File: src/rtl/morse_pkg.sv
// Shared symbol codes, symbol type and classifier state encoding for the Morse
// symbol classifier and the downstream letter decoder.
package morse_pkg;

  typedef logic [1:0] morseSym_t;

  localparam morseSym_t SYM_DOT    = 2'b00;
  localparam morseSym_t SYM_WORD   = 2'b01;
  localparam morseSym_t SYM_LETTER = 2'b10;
  localparam morseSym_t SYM_DASH   = 2'b11;

  typedef enum logic [1:0] {
    IDLE  = 2'd0,
    MARK  = 2'd1,
    SPACE = 2'd2
  } clsState_t;

  // Gap symbols carry no mark energy; the decoder uses this to split letters.
  function automatic logic isGapSym(input morseSym_t s);
    return (s == SYM_LETTER) || (s == SYM_WORD);
  endfunction

endpackage

File: src/rtl/morse_sym_fifo.sv
// Small show-ahead symbol FIFO with occupancy count and simultaneous push/pop,
// including push-while-full when a pop frees the slot in the same cycle.
module morse_sym_fifo
  import morse_pkg::*;
#(
  parameter int DEPTH = 4,
  parameter int WIDTH = 2,
  parameter int LVL_W = $clog2(DEPTH + 1)
) (
  input  logic             clk,
  input  logic             rst,
  input  logic             push,
  input  logic [WIDTH-1:0] wrData,
  input  logic             pop,
  output logic [WIDTH-1:0] rdData,
  output logic             full,
  output logic             empty,
  output logic [LVL_W-1:0] level
);

  localparam int PTR_W = (DEPTH > 1) ? $clog2(DEPTH) : 1;
  localparam logic [PTR_W-1:0] LAST_PTR = PTR_W'(DEPTH - 1);
  localparam logic [LVL_W-1:0] FULL_LVL = LVL_W'(DEPTH);

  logic [WIDTH-1:0] mem [DEPTH];
  logic [PTR_W-1:0] wrPtr;
  logic [PTR_W-1:0] rdPtr;
  logic             doPush;
  logic             doPop;

  function automatic logic [PTR_W-1:0] nextPtr(input logic [PTR_W-1:0] p);
    return (p == LAST_PTR) ? '0 : p + 1'b1;
  endfunction

  assign empty  = (level == '0);
  assign full   = (level == FULL_LVL);
  assign doPop  = pop && !empty;
  assign doPush = push && (!full || doPop);

  // Head is read straight from storage; an empty FIFO presents a zero code.
  assign rdData = empty ? '0 : mem[rdPtr];

  always_ff @(posedge clk or posedge rst) begin
    if (rst) begin
      wrPtr <= '0;
      rdPtr <= '0;
      level <= '0;
      for (int i = 0; i < DEPTH; i++) begin
        mem[i] <= '0;
      end
    end else begin
      if (doPush) begin
        mem[wrPtr] <= wrData;
        wrPtr      <= nextPtr(wrPtr);
      end
      if (doPop) begin
        rdPtr <= nextPtr(rdPtr);
      end
      case ({doPush, doPop})
        2'b10:   level <= level + 1'b1;
        2'b01:   level <= level - 1'b1;
        default: level <= level;
      endcase
    end
  end

endmodule

File: src/rtl/morse_symbol_classifier.sv
// Run-length Morse classifier: turns the sampled line into DOT/DASH and
// LETTER/WORD gap symbols, queued for the downstream decoder.
module morse_symbol_classifier
  import morse_pkg::*;
#(
  parameter int CNT_W      = 8,
  parameter int MIN_MARK   = 1,
  parameter int DOT_MAX    = 2,
  parameter int LETTER_GAP = 3,
  parameter int WORD_GAP   = 7,
  parameter int FIFO_DEPTH = 4
) (
  input  logic                               clk,
  input  logic                               rst,
  input  logic                               dataIn,
  input  logic                               symReady,
  input  logic                               clrOvf,
  output logic                               symValid,
  output logic [1:0]                         symCode,
  output logic [$clog2(FIFO_DEPTH+1)-1:0]    fifoLevel,
  output logic                               overflow,
  output logic                               glitch
);

  localparam logic [CNT_W-1:0] CNT_ONE      = CNT_W'(1);
  localparam logic [CNT_W-1:0] CNT_MAX      = '1;
  localparam logic [CNT_W-1:0] MIN_MARK_C   = CNT_W'(MIN_MARK);
  localparam logic [CNT_W-1:0] DOT_MAX_C    = CNT_W'(DOT_MAX);
  localparam logic [CNT_W-1:0] LETTER_GAP_C = CNT_W'(LETTER_GAP);
  localparam logic [CNT_W-1:0] WORD_GAP_C   = CNT_W'(WORD_GAP);

  clsState_t        state;
  clsState_t        stateNext;
  logic [CNT_W-1:0] markLen;
  logic [CNT_W-1:0] markLenNext;
  logic [CNT_W-1:0] spaceLen;
  logic [CNT_W-1:0] spaceLenNext;
  logic             inWord;
  logic             inWordNext;
  logic             glitchNext;
  logic             pushEn;
  morseSym_t        pushSym;
  logic             popEn;
  logic             fifoFull;
  logic             fifoEmpty;

  function automatic logic [CNT_W-1:0] satInc(input logic [CNT_W-1:0] v);
    return (v == CNT_MAX) ? v : v + 1'b1;
  endfunction

  always_ff @(posedge clk or posedge rst) begin
    if (rst) begin
      state    <= IDLE;
      markLen  <= '0;
      spaceLen <= '0;
      inWord   <= 1'b0;
      glitch   <= 1'b0;
    end else begin
      state    <= stateNext;
      markLen  <= markLenNext;
      spaceLen <= spaceLenNext;
      inWord   <= inWordNext;
      glitch   <= glitchNext;
    end
  end

  // The push decision is made on the same sample that ends a run, so the
  // symbol lands in the FIFO at that edge.
  always_comb begin
    stateNext    = state;
    markLenNext  = markLen;
    spaceLenNext = spaceLen;
    inWordNext   = inWord;
    glitchNext   = 1'b0;
    pushEn       = 1'b0;
    pushSym      = SYM_DOT;

    case (state)
      IDLE: begin
        if (dataIn) begin
          stateNext   = MARK;
          markLenNext = CNT_ONE;
        end
      end

      MARK: begin
        if (dataIn) begin
          markLenNext = satInc(markLen);
        end else if (markLen < MIN_MARK_C) begin
          // A discarded glitch keeps an open word's gap timing alive.
          glitchNext  = 1'b1;
          markLenNext = '0;
          if (inWord) begin
            stateNext    = SPACE;
            spaceLenNext = CNT_ONE;
          end else begin
            stateNext    = IDLE;
            spaceLenNext = '0;
          end
        end else begin
          pushEn       = 1'b1;
          pushSym      = (markLen <= DOT_MAX_C) ? SYM_DOT : SYM_DASH;
          inWordNext   = 1'b1;
          markLenNext  = '0;
          stateNext    = SPACE;
          spaceLenNext = CNT_ONE;
        end
      end

      SPACE: begin
        if (dataIn) begin
          stateNext    = MARK;
          markLenNext  = CNT_ONE;
          spaceLenNext = '0;
        end else begin
          spaceLenNext = satInc(spaceLen);
          if (spaceLenNext == LETTER_GAP_C) begin
            pushEn  = 1'b1;
            pushSym = SYM_LETTER;
          end else if (spaceLenNext == WORD_GAP_C) begin
            pushEn       = 1'b1;
            pushSym      = SYM_WORD;
            inWordNext   = 1'b0;
            stateNext    = IDLE;
            spaceLenNext = '0;
          end
        end
      end

      default: begin
        stateNext    = IDLE;
        markLenNext  = '0;
        spaceLenNext = '0;
        inWordNext   = 1'b0;
      end
    endcase
  end

  assign popEn    = symValid && symReady;
  assign symValid = !fifoEmpty;

  morse_sym_fifo #(
    .DEPTH (FIFO_DEPTH),
    .WIDTH (2)
  ) symFifo (
    .clk    (clk),
    .rst    (rst),
    .push   (pushEn),
    .wrData (pushSym),
    .pop    (popEn),
    .rdData (symCode),
    .full   (fifoFull),
    .empty  (fifoEmpty),
    .level  (fifoLevel)
  );

  // A dropped symbol outranks a clear arriving in the same cycle.
  always_ff @(posedge clk or posedge rst) begin
    if (rst) begin
      overflow <= 1'b0;
    end else if (pushEn && fifoFull && !popEn) begin
      overflow <= 1'b1;
    end else if (clrOvf) begin
      overflow <= 1'b0;
    end
  end

endmodule

File: config.mk
export PLATFORM = sky130hd
export DESIGN_NAME = morse_symbol_classifier
export DESIGN_NICKNAME = d
export VERILOG_FILES = /design/src/rtl/morse_pkg.sv /design/src/rtl/morse_sym_fifo.sv /design/src/rtl/morse_symbol_classifier.sv
export SDC_FILE = /design/constraint.sdc
export NUM_CORES = 1
export LEC_CHECK = 0
export ABC_AREA = 1
export CAP_MARGIN = 5
export CORE_MARGIN = 3
export CORE_UTILIZATION = 59
export CTS_BUF_LIST = sky130_fd_sc_hd__clkbuf_8 sky130_fd_sc_hd__clkbuf_16
export CTS_CLUSTER_DIAMETER = 120
export DETAILED_ROUTE_END_ITERATION = 8
export GPL_ROUTABILITY_DRIVEN = 0
export PLACE_DENSITY = 0.79
export SYNTH_ARGS = -nofsm -noshare
export SYNTH_HDL_FRONTEND = slang
export SYNTH_HIERARCHICAL = 1
export SYNTH_SLANG_ARGS = --single-unit
export TNS_END_PERCENT = 30
File: constraint.sdc
create_clock -name clk -period 6.51 [get_ports clk]
set_input_delay 1.302 -clock clk [delete_from_list [all_inputs] [get_ports clk]]
set_output_delay 1.302 -clock clk [all_outputs]
set_load 0.05 [all_outputs]
; ---- Word-level counts from Yosys, hierarchy flattened
; Index checks and enable logic that the tools add are counted.
[op_classes]
n_bitwise = 3
order_cmp = 5
n_reduce_logical = 19
n_eq_ne = 21
muxes = 54
add_sub_neg = 6
[op_table]
columns = cell, count
row1 = $mux W8, 9
row2 = $mux W2, 18
row3 = $pmux W8 S3, 1
row4 = $mux W1, 17
row5 = $add A8 B1 Y8 const B, 2
row6 = $eq A8 B8 Y1 const B, 2
row7 = $pmux W8 S2, 1
row8 = $ne A2 B2 Y1 const B, 6
row9 = $ne A3 B3 Y1 const B, 3
row10 = $bwmux W8, 1
row11 = $eq A2 B2 Y1 const B, 4
row12 = $eq A8 B2 Y1 const B, 1
row13 = $eq A8 B3 Y1 const B, 1
row14 = $le A8 B2 Y1 const B, 1
row15 = $lt A8 B1 Y1 const B, 1
row16 = $ge A3 B3 Y1 const B, 2
row17 = $logic_and A1 B1 Y1, 6
row18 = $not A2 Y3, 2
row19 = $pmux W2 S3, 1
row20 = $pmux W3 S2, 1
row21 = $reduce_and A6 Y1, 1
row22 = $add A2 B1 Y2 const B, 2
row23 = $bmux W2 S2, 1
row24 = $demux W2 S2, 1
row25 = other kinds (18), 23
[totals]
output_inout_bits = 8
elab_cells = 121
ff_bits = 36

; ---- Longest topological paths before layout
; Gate-level depths: netlist of run 1.
[logic_depth]
depth_word = 10
depth_mapped = 19

; ---- Modules after synthesis
; Netlist of run 1, hierarchy kept.
[modules_own_cells]
columns = mod, area_each_um2, n_inst, cells_per_inst
row1 = morse_symbol_classifier, 1561.5, 1, 229
row2 = morse_sym_fifo, 880.8, 1, 105

; ---- Least setup slack after synthesis of run 1
; No wires, ideal clock.
[synth_path]
path_kind = in2reg
start = input dataIn
end = register symFifo.level[1]
setup_ns = 0.083
path_stages = 11
t_arrival_ns = 3.031
path_buffers = 1
slack_ns = 3.396
path_cell_list = clkbuf_1 inv_1 nand2_1 inv_1 nand3_1 a21oi_1 nand2_2 ha_1 inv_1 fa_1 o21ai_0
[synth_between]
elab_chain_cells = 5
word_cells_on_any_way = 8
cone_classes = eq/ne (2) / mux (4) / reduce/logical (2)
[synth_lines]
columns = element, line_no
row1 = from (decl), morse_symbol_classifier.sv:15  ; input logic dataIn,
row2 = $mux W1 (on tied branches), "morse_symbol_classifier.sv:111, morse_symbol_classifier.sv:87"
row3 = $pmux W1 S2 (*), morse_symbol_classifier.sv:78  ; case (state)
row4 = via pushEn, morse_symbol_classifier.sv:41  ; logic pushEn;
row5 = $logic_and A1 B1 Y1 (*), morse_sym_fifo.sv:38  ; assign doPush = push && (!full || doPop);
row6 = $eq A2 B1 Y1 / $eq A2 B2 Y1 (equally long branches), morse_sym_fifo.sv:59  ; case ({doPush, doPop})
row7 = $pmux W3 S2 / $reduce_bool A2 Y1 (equally long branches), n/a
row8 = to (signal assigned), morse_sym_fifo.sv:60  ; 2'b10: level <= level + 1'b1;
row9 = to (signal assigned), morse_sym_fifo.sv:61  ; 2'b01: level <= level - 1'b1;
row10 = to (signal assigned), morse_sym_fifo.sv:62  ; default: level <= level;
row11 = to (decl), morse_sym_fifo.sv:18  ; output logic [LVL_W-1:0] level
; The timed path passes the listed nets; every way through them passes the cells marked *.
; A chain may end at the register's enable or synchronous reset.

; ---- Worst setup path after layout of run 1
[layout_path]
start = input dataIn
end = register symFifo.level[2]
; The elaborated chain is that of the path after synthesis.

==> results.json, run 1 <==
{
  "clk_pin_slew_worst_paths_ps": 70,
  "rsz0062_at_grt": "no",
  "dp.cells": 390,
  "r2r_start": "spaceLen[0]",
  "cts_buffers": 5,
  "die_height_um": 70.3,
  "setup_slack_ps": 2470,
  "synth_ff_type": "dfrtp_1",
  "max_freq_ghz": 0.247,
  "cp_data_arrival_time_ps": 4210,
  "synth_cell_types": 31,
  "dpl.hpwl_um": 3660,
  "grt_antenna_before_repair": 0,
  "syn2layout_area_growth_pct": 9.53,
  "p_leak_nw": 1.39,
  "cts_hold_buffers": 0,
  "grt-ovfl-total": 0,
  "yosysSeqAreaShare_pct": 36.9,
  "vias_per_cell": 5.32,
  "grt_use_total_pct": 21.0,
  "rows": 22,
  "clk_latency_ps": 280,
  "final_cell_mix": "nand2_1 (92), inv_1 (53), dfrtp_1 (36), nor2_1 (28), nand3_1 (27)",
  "wire_per_inst_um": 11.9,
  "status": "complete, no violations",
  "core_area_mm2": 0.00383,
  "initial_utilization_pct": 63.8,
  "ys_async_sr_fraction_pct": 100,
  "cts_resized": 0,
  "synth_area_leaders": "dfrtp_1 (37%), nand2_1 (14%), inv_1 (8.0%)",
  "hold_violations": 0,
  "period_needed_ps": 4040,
  "final.setup_skew_ps": 3.79,
  "tritoncts": "built",
  "drcViolationCount": 0,
  "wirelength_um": 4740,
  "io_pins": 13,
  "die_w_um": 70.3,
  "post-place-ws_ps": 2230,
  "syn_area_mm2": 0.00244,
  "clk_path_buf_depth": 2,
  "fill_cells": 331,
  "synth_cells": 334,
  "synth_top_area_share_pct": 36.9,
  "grt_pass1_vias": 1927,
  "cap_viol_max_count": 0,
  "drive_above_1_share_pct": 7.45,
  "critPathLaunchType": "primary input",
  "hp-start": "inWord",
  "synth_area_per_cell_um2": 7.31,
  "cts_root_buf": "clkbuf_8",
  "finalSetupTns_ps": 0,
  "synth_area_leader_cell": "dfrtp_1",
  "clock_sinks": 36,
  "port-buffer-count": 12,
  "worstSetupPathType": "primary input to flop",
  "h-tree-depth": 2,
  "startpoint": "dataIn",
  "ff2ff_setup_slack_ps": 3020,
  "vdd_drop_max_v": 0.000304,
  "final_common_cell": "nand2_1",
  "postRouteAntennaNets": 0,
  "crit_required_ps": 6670,
  "ys_warn_count": 6,
  "hold_path.class": "flop to flop",
  "ys_seq_elements": 36,
  "die_area_mm2": 0.00495,
  "drv_slew": 0,
  "vias": 2113,
  "critPathMaxFanout": 14,
  "timing.final.crit_share_pct": 62.1,
  "finalSetupViolations": 0,
  "grt_max_degree": 22,
  "powerDensity_mw_per_mm2": 345,
  "nNetsFinal": 370,
  "slew_headroom_pct": 29.4,
  "synth_edf_count": 0,
  "first_pass_iters": 4,
  "drt_first_iter_violations": 143,
  "critPathCaptureType": "flop",
  "antenna_cells": 0,
  "instances_no_fill": 397,
  "syn_nets": 355,
  "worst_pin_slew_ps": 1060,
  "grt_pass1_wl_um": 8550,
  "post-cts-setup-buffers": 0
}
==> routing by layer <==
layer / share of wire, % / vias up / track usage [%] / wire [um]
met5: 0 / - / 0 / 0
met4: 0.87 / 0 / 4.47 / 41
met3: 3.1 / 4 / 4.46 / 148
met2: 46 / 29 / 33.5 / 2190
met1: 50 / 986 / 29.4 / 2360
li1: - / 1094 / - / -
==> state kept, by name (all words and copies together), names as in the netlist <==
register and cells:
spaceLen 8, state 2, inWord 1, markLen 8, symFifo/mem 8, overflow 1, symFifo/wrPtr 2, symFifo/rdPtr 2
glitch 1, symFifo/level 3
==> path summary, 6_finish.rpt <==
check                              endpoint  cells after the start
max                        symFifo/level[2]                     14
min reg2reg                          inWord                      2
max reg2reg                symFifo/level[2]                     18
min                                  inWord                      2
min in group asynchronous  symFifo/rdPtr[0]                      2
max in group asynchronous          overflow                      2
==> kinds of logic after synthesis <==
| kind of cell | after synthesis | synth area share (%) |
|---|---|---|
| AND/OR/NAND/NOR | 185 | 36.4 |
| AO/OA/AOI/OAI | 36 | 7.84 |
| buffers and inverters | 58 | 9.32 |
| flip-flops | 36 | 36.9 |
| XOR/XNOR | 3 | 1.08 |
| adder cells (fa/ha/maj) | 16 | 8.50 |
==> cell usage after synthesis (3+ instances only) <==
master    n
o22ai_1   3
nand2_2   6
nor2_4    7
nand4_1  14
ha_1     15
dfrtp_1  36
nand3_1  27
a21oi_1  11
o21ai_0  17
inv_1    52
nor2_1   28
nand2_1  92
nor3_1    3
==> critical path, stage by stage <==
cell and delay, ps:
clkdlybuf4s50_1 540, inv_1 170, nand2_1 80, inv_1 130
nand3_1 110, a21oi_1 820, nand2_2 170, ha_1 270
inv_1 90, fa_1 190, inv_1 40, nand2_1 50
nand3b_1 90, xor2_1 150
==> metrics by stage <==
stage / hold WS [ps] / cell area [um2] / power [mW] / utilization (%)
6_report: 480 / 2680 / 0.922 / 69.9
5_1_grt: 511 / 2680 / 1.01 / 69.9
4_1_cts: 483 / 2680 / 0.931 / 69.9
3_5_place_dp: 466 / 2600 / 0.781 / 67.9
3_3_place_gp: 457 / 2600 / 0.770 / 67.9
2_1_floorplan: 437 / 2440 / 0.676 / -
==> layout make-up <==
type                            instances  area, um2  area share, %
Clock inverter                          2       8.76          0.327
Clock buffer                            5       68.8           2.57
Sequential cell                        36        901           33.7
Multi-Input combinational cell        240       1310           49.1
Timing Repair Buffer                   12        120           4.49
Inverter                               54        203           7.58
Tap cell                               48       60.1           2.25
==> where the power goes <==
group	internal [mW]	switching (mW)	total, mW	leakage (nW)
sequential	0.267	0.0514	0.318	0.483
clock	0.0711	0.0730	0.144	0.0452
combinational	0.155	0.304	0.460	0.860
total	0.493	0.429	0.922	1.39
(Power assumes the default switching activity.)
==> inputs of run 2 (changes only) <==
--- a/config.mk
+++ b/config.mk
@@ -8,12 +8,12 @@
 export ABC_AREA = 1
 export CAP_MARGIN = 5
 export CORE_MARGIN = 3
-export CORE_UTILIZATION = 59
+export CORE_UTILIZATION = 54
 export CTS_BUF_LIST = sky130_fd_sc_hd__clkbuf_8 sky130_fd_sc_hd__clkbuf_16
 export CTS_CLUSTER_DIAMETER = 120
 export DETAILED_ROUTE_END_ITERATION = 8
 export GPL_ROUTABILITY_DRIVEN = 0
-export PLACE_DENSITY = 0.79
+export PLACE_DENSITY = 0.76
 export SYNTH_ARGS = -nofsm -noshare
 export SYNTH_HDL_FRONTEND = slang
 export SYNTH_HIERARCHICAL = 1
==> constraint.sdc (replaced) <==
create_clock -name clk -period 3.6 [get_ports clk]
set_input_delay 0.72 -clock clk [delete_from_list [all_inputs] [get_ports clk]]
set_output_delay 0.72 -clock clk [all_outputs]
set_load 0.05 [all_outputs]
==> run 2 against run 1 <==
Effect of this change: clock-buffer cell count is the same; flip-flop and latch count is the same; combinational power grew 82%; hold slack lost 4.5 ps; worst setup slack lost 1600 ps; total power grew 91%; via count grew 1.8%; core utilization shrank 4.8 points; wire length grew 2.8%; largest cell class unchanged; largest power group unchanged.
==> results.json, run 2 (synthesis gave the netlist of run 1 again) <==
{
  "status": "complete, no violations",
  "grt_antenna_before_repair": 0,
  "crit_family": "adder cells",
  "cp_common_cell": "nand3_1",
  "max_freq_ghz": 0.362,
  "worst_pin_slew_ps": 925,
  "route.met2.wl_um": 2260,
  "die_area_mm2": 0.00537,
  "vdd_drop_max_v": 0.000382,
  "cap_viol_max_count": 0,
  "finalSetupViolations": 0,
  "grt_use_total_pct": 20.2,
  "clk_latency_ps": 290,
  "instances_no_fill": 401,
  "multi_input_area_mm2": 0.00131,
  "crit_required_ps": 3810,
  "drt_first_iter_violations": 133,
  "clock_sinks": 36,
  "slew_headroom_pct": 38.1,
  "power_mw": 1.76,
  "clk_path_buf_depth": 2,
  "vias": 2150,
  "post-cts-setup-buffers": 0,
  "core_area_mm2": 0.00417,
  "post-place-ws_ps": 582,
  "vias_per_cell": 5.36,
  "wl_met1_um": 2360,
  "rsz0062_at_grt": "no",
  "h-tree-depth": 2,
  "die_height_um": 73.3,
  "postRouteAntennaNets": 0,
  "ff_latch_area_um2": 901,
  "cts_resized": 0,
  "powerDensity_mw_per_mm2": 650,
  "worstHoldPathCells": 2,
  "wl_met3_um": 179,
  "switchingPower_mw": 0.795,
  "fill_cells": 377,
  "cts_root_buf": "clkbuf_8",
  "worstSetupPathType": "flop to flop",
  "finalSetupTns_ps": 0,
  "wire_per_inst_um": 12.1,
  "cts_hold_buffers": 0,
  "syn2layout_area_growth_pct": 11.2,
  "fin_util_pct": 65.1,
  "clk_pin_slew_worst_paths_ps": 70,
  "nNetsFinal": 371,
  "clockPowerShare_pct": 20.1,
  "top_layer": "met4",
  "die_w_um": 73.3,
  "final_cell_mix": "nand2_1 (92), inv_1 (53), dfrtp_1 (36), nor2_1 (28), nand3_1 (27)",
  "internal-power_mw": 0.969,
  "cts_buffers": 5,
  "p_leak_nw": 1.41,
  "io_pins": 13,
  "timing.final.crit_share_pct": 76.7,
  "path_cells": "ha_1, nand2_2, inv_1, nand3_1, nand2_1, nand3_1, nor2_4, nand3_1, a21oi_1, nand2_2, ha_1, inv_1, fa_1, o21ai_0",
  "hold_violations": 0,
  "max_stage_delay_ps": 420,
  "final.setup_skew_ps": 4.57,
  "grt_max_degree": 22,
  "grt_pass1_wl_um": 8610,
  "wirelength_um": 4870,
  "crit_path_top_delay_cell": "dfrtp_1",
  "drv_slew": 0,
  "critPathCaptureType": "flop",
  "port-buffer-count": 12,
  "largestRegisters": "markLen (8), spaceLen (8), symFifo/mem (8)",
  "drcViolationCount": 0,
  "final_common_cell": "nand2_1",
  "cp_data_arrival_time_ps": 2970,
  "dpl.hpwl_um": 3710,
  "hold_path.class": "flop to flop",
  "period_needed_ps": 2760,
  "critPathMaxFanout": 5,
  "r2r_cells": 14,
  "combinationalPowerShare_pct": 47.4,
  "drive_above_1_share_pct": 7.98,
  "antenna_cells": 0,
  "tritoncts": "built",
  "critPathLaunchType": "flop",
  "path_depth": 14,
  "dp.cells": 393,
  "setup_slack_ps": 838,
  "path_buf_inv": 2,
  "seq_power_share_pct": 32.5,
  "initial_utilization_pct": 58.5,
  "rows": 23,
  "netSwitchingFraction_pct": 45.1,
  "grt-ovfl-total": 0,
  "grt_pass1_vias": 2000,
  "first_pass_iters": 4
}
run 2: changes by cell type in the layout (fill, tap and decap cells not counted):
cell,previous run,this run
buf_4,0,1
bufinv_16,0,1
run 2: cell type report:
| cell class | count | area share (%) |
|---|---|---|
| multi-input cells | 240 | 48.4 |
| flip-flops and latches | 36 | 33.2 |
| inverters | 54 | 7.47 |
| repair buffers | 13 | 4.70 |
| clock buffers | 5 | 2.53 |
| well taps | 50 | 2.30 |
| clock inverters | 3 | 1.43 |
run 2: power groups by stage:
stage          combinational (mW)  sequential (mW)  clock [mW]
2_1_floorplan               0.589            0.633           0
3_3_place_gp                0.822            0.577           0
3_5_place_dp                0.837            0.580           0
4_1_cts                     0.840            0.574       0.360
5_1_grt                     0.945            0.588       0.371
6_report                    0.837            0.573       0.354
run 2: worst reg2reg max path: stages, from the launching register on:
cell	delay, ps
dfrtp_1	420
ha_1	240
nand2_2	90
inv_1	160
nand3_1	100
nand2_1	90
nand3_1	110
nor2_4	170
nand3_1	110
a21oi_1	210
nand2_2	110
ha_1	230
inv_1	80
fa_1	400
o21ai_0	150
run 2: through the flow:
step | cell area (um2) | hold slack, ps
after floorplan | 2440 | 437
after detailed placement | 2610 | 460
after global routing | 2720 | 506
after CTS | 2720 | 480
final | 2720 | 475
after global placement | 2610 | 458
run 2: path summary, 6_finish.rpt:
check	slack, ps	from	endpoint
max	840	spaceLen[1]	symFifo/level[1]
min	470	symFifo/mem[4]	symFifo/mem[4]
max reg2reg	840	spaceLen[1]	symFifo/level[1]
min reg2reg	470	symFifo/mem[4]	symFifo/mem[4]
max in group asynchronous	2180	rst	spaceLen[3]
min in group asynchronous	810	rst	symFifo/rdPtr[1]
run 2: metal layers:
metal | track usage, % | up-vias
met2 | 32.3 | 44
met1 | 27.7 | 993
li1 | - | 1105
met4 | 6.76 | 0
met5 | 0 | -
met3 | 3.42 | 8
==> inputs of run 3 (changes only) <==
==> constraint.sdc (replaced) <==
create_clock -name clk -period 2.5 [get_ports clk]
set_input_delay 0.5 -clock clk [delete_from_list [all_inputs] [get_ports clk]]
set_output_delay 0.5 -clock clk [all_outputs]
set_load 0.05 [all_outputs]
==> run 3 against run 2 <==
Effect of this change: first-iteration DRC count rose by 9.8%; global-route usage rose by 1.9 points; core utilization rose by 5.5 points; design area rose by 8.4%; clock skew rose by 5.2 ps; clock-buffer cell count did not move; clock power rose by 45%; largest cell class unchanged.
==> results.json, run 3 (synthesis gave the netlist of run 1 again) <==
{
  "final_cell_mix": "nand2_1 (87), inv_1 (49), dfrtp_1 (36), nor2_1 (27)",
  "hold_violations": 0,
  "wirelength_um": 5340,
  "max_freq_ghz": 0.401,
  "die_area_mm2": 0.00537,
  "max_stage_delay_ps": 440,
  "power_mw": 2.76,
  "tritoncts": "built",
  "largestRegisters": "markLen (8), spaceLen (8), symFifo/mem (8)",
  "vdd_drop_max_v": 0.000724,
  "cts_buffers": 5,
  "final_common_cell": "nand2_1",
  "postRouteAntennaNets": 0,
  "grt_pass1_vias": 2067,
  "crit_path_top_delay_cell": "fa_2",
  "rows": 23,
  "hold_path.class": "flop to flop",
  "status": "complete, no violations",
  "critPathMaxFanout": 5,
  "port-buffer-count": 12,
  "instances_no_fill": 422,
  "clock_sinks": 36,
  "finalSetupViolations": 0,
  "route.met2.wl_um": 2590,
  "core_area_mm2": 0.00417,
  "slew_headroom_pct": 61.1,
  "r2r_start": "spaceLen[1]",
  "die_height_um": 73.3,
  "vias": 2226,
  "wl_met1_um": 2410,
  "cap_viol_max_count": 0,
  "cp_data_arrival_time_ps": 2730,
  "drt_first_iter_violations": 146,
  "startpoint": "spaceLen[1]",
  "worstSetupPathType": "flop to flop",
  "worst_pin_slew_ps": 583,
  "grt_antenna_before_repair": 0,
  "final.setup_skew_ps": 9.81,
  "rsz0062_at_grt": "yes",
  "path_cells": "ha_2, nand2_4, nor2_4, nand2_4, nand2_2, nand2_2, inv_2, nand2_2, nor2_4, nand3_2, a21oi_2, nand2_2, ha_4, inv_4, fa_2, o21ai_2",
  "timing.final.crit_share_pct": 99.9,
  "vias_per_cell": 5.27,
  "antenna_cells": 0,
  "die_w_um": 73.3,
  "dp.cells": 411,
  "first_pass_iters": 4,
  "top_layer": "met4",
  "cp_common_cell": "nand2_2",
  "grt_max_degree": 22,
  "wl_met3_um": 267,
  "drcViolationCount": 0,
  "cts_root_buf": "clkbuf_8",
  "critPathLaunchType": "flop",
  "drv_slew": 0,
  "period_needed_ps": 2500,
  "clk_pin_slew_worst_paths_ps": 80,
  "initial_utilization_pct": 58.5,
  "drive_above_1_share_pct": 18.8,
  "grt-ovfl-total": 0,
  "crit_required_ps": 2730,
  "wire_per_inst_um": 12.7,
  "p_leak_nw": 1.54,
  "nNetsFinal": 392,
  "grt_pass1_wl_um": 9090,
  "syn2layout_area_growth_pct": 20.5,
  "powerDensity_mw_per_mm2": 937,
  "h-tree-depth": 2,
  "critPathCaptureType": "flop",
  "grt_use_total_pct": 22.1,
  "io_pins": 13,
  "clk_path_buf_depth": 2,
  "clk_latency_ps": 300,
  "dpl.hpwl_um": 3960,
  "hp-start": "symFifo/mem[0]"
}
-- run 3: cell count changes in the layout (fill, tap and decap cells not counted), sizes merged --
cell / delta
buf: +23
clkdlybuf4s50: -2
clkinv: -1
clkinvlp: +1
-- run 3: final cells by class --
| class | count | area (um2) |
|---|---|---|
| Inverter | 54 | 205 |
| Tap cell | 50 | 62.6 |
| Clock buffer | 5 | 68.8 |
| Clock inverter | 3 | 42.5 |
| Multi-Input combinational cell | 240 | 1380 |
| Sequential cell | 36 | 901 |
| Fill cell | 318 | 1230 |
| Timing Repair Buffer | 34 | 280 |
-- run 3: metrics by stage --
stage          util, %  setup TNS, ps  worst slack, ps  area (um2)  hold WS (ps)
6_report          70.6              0             3.52        2940           473
5_1_grt           70.6           -243             -138        2940           511
4_1_cts           69.0              0             1.63        2880           476
3_5_place_dp      65.8           -182            -93.9        2740           457
3_3_place_gp      65.8          -50.0            -42.0        2740           448
2_1_floorplan        -              0             3.47        2450           401
-- run 3: final timing paths --
kind / end / slack (ps) / cells past startpoint
max: symFifo/level[1] / 4 / 16
min: symFifo/mem[0] / 470 / 2
max reg2reg: symFifo/level[1] / 4 / 16
min reg2reg: symFifo/mem[0] / 470 / 2
max in group asynchronous: symFifo/rdPtr[1] / 1510 / 2
min in group asynchronous: spaceLen[0] / 590 / 3
-- run 3: worst max-delay path: cells and delay by family (launching register included) --
| kind | cells | cell delay, ps |
|---|---|---|
| buffers and inverters | 2 | 110 |
| adders and majority gates | 3 | 840 |
| and+or+nand+nor | 9 | 790 |
| AOI/OAI and AO/OA | 2 | 310 |
| DFF | 1 | 360 |
-- run 3: report_power, final --
group	internal, mW	switching [mW]	leakage [nW]
registers	0.694	0.130	0.483
clock network	0.295	0.220	0.0541
logic	0.544	0.877	1.01
-- run 3: layer usage --
| metal | global-route usage [%] | vias up |
|---|---|---|
| met1 | 28.5 | 1033 |
| li1 | - | 1138 |
| met5 | 0 | - |
| met4 | 9.63 | 0 |
| met2 | 36.2 | 46 |
| met3 | 3.69 | 9 |
-- run 3: what timing repair did --
item                       in CTS  in global routing
setup buffers                   2                  2
pin swaps                       3                 16
hold endpoints to repair        0                  0
gates resized for setup         5                 17
setup endpoints to repair       2                  2
hold buffers                    0                  0
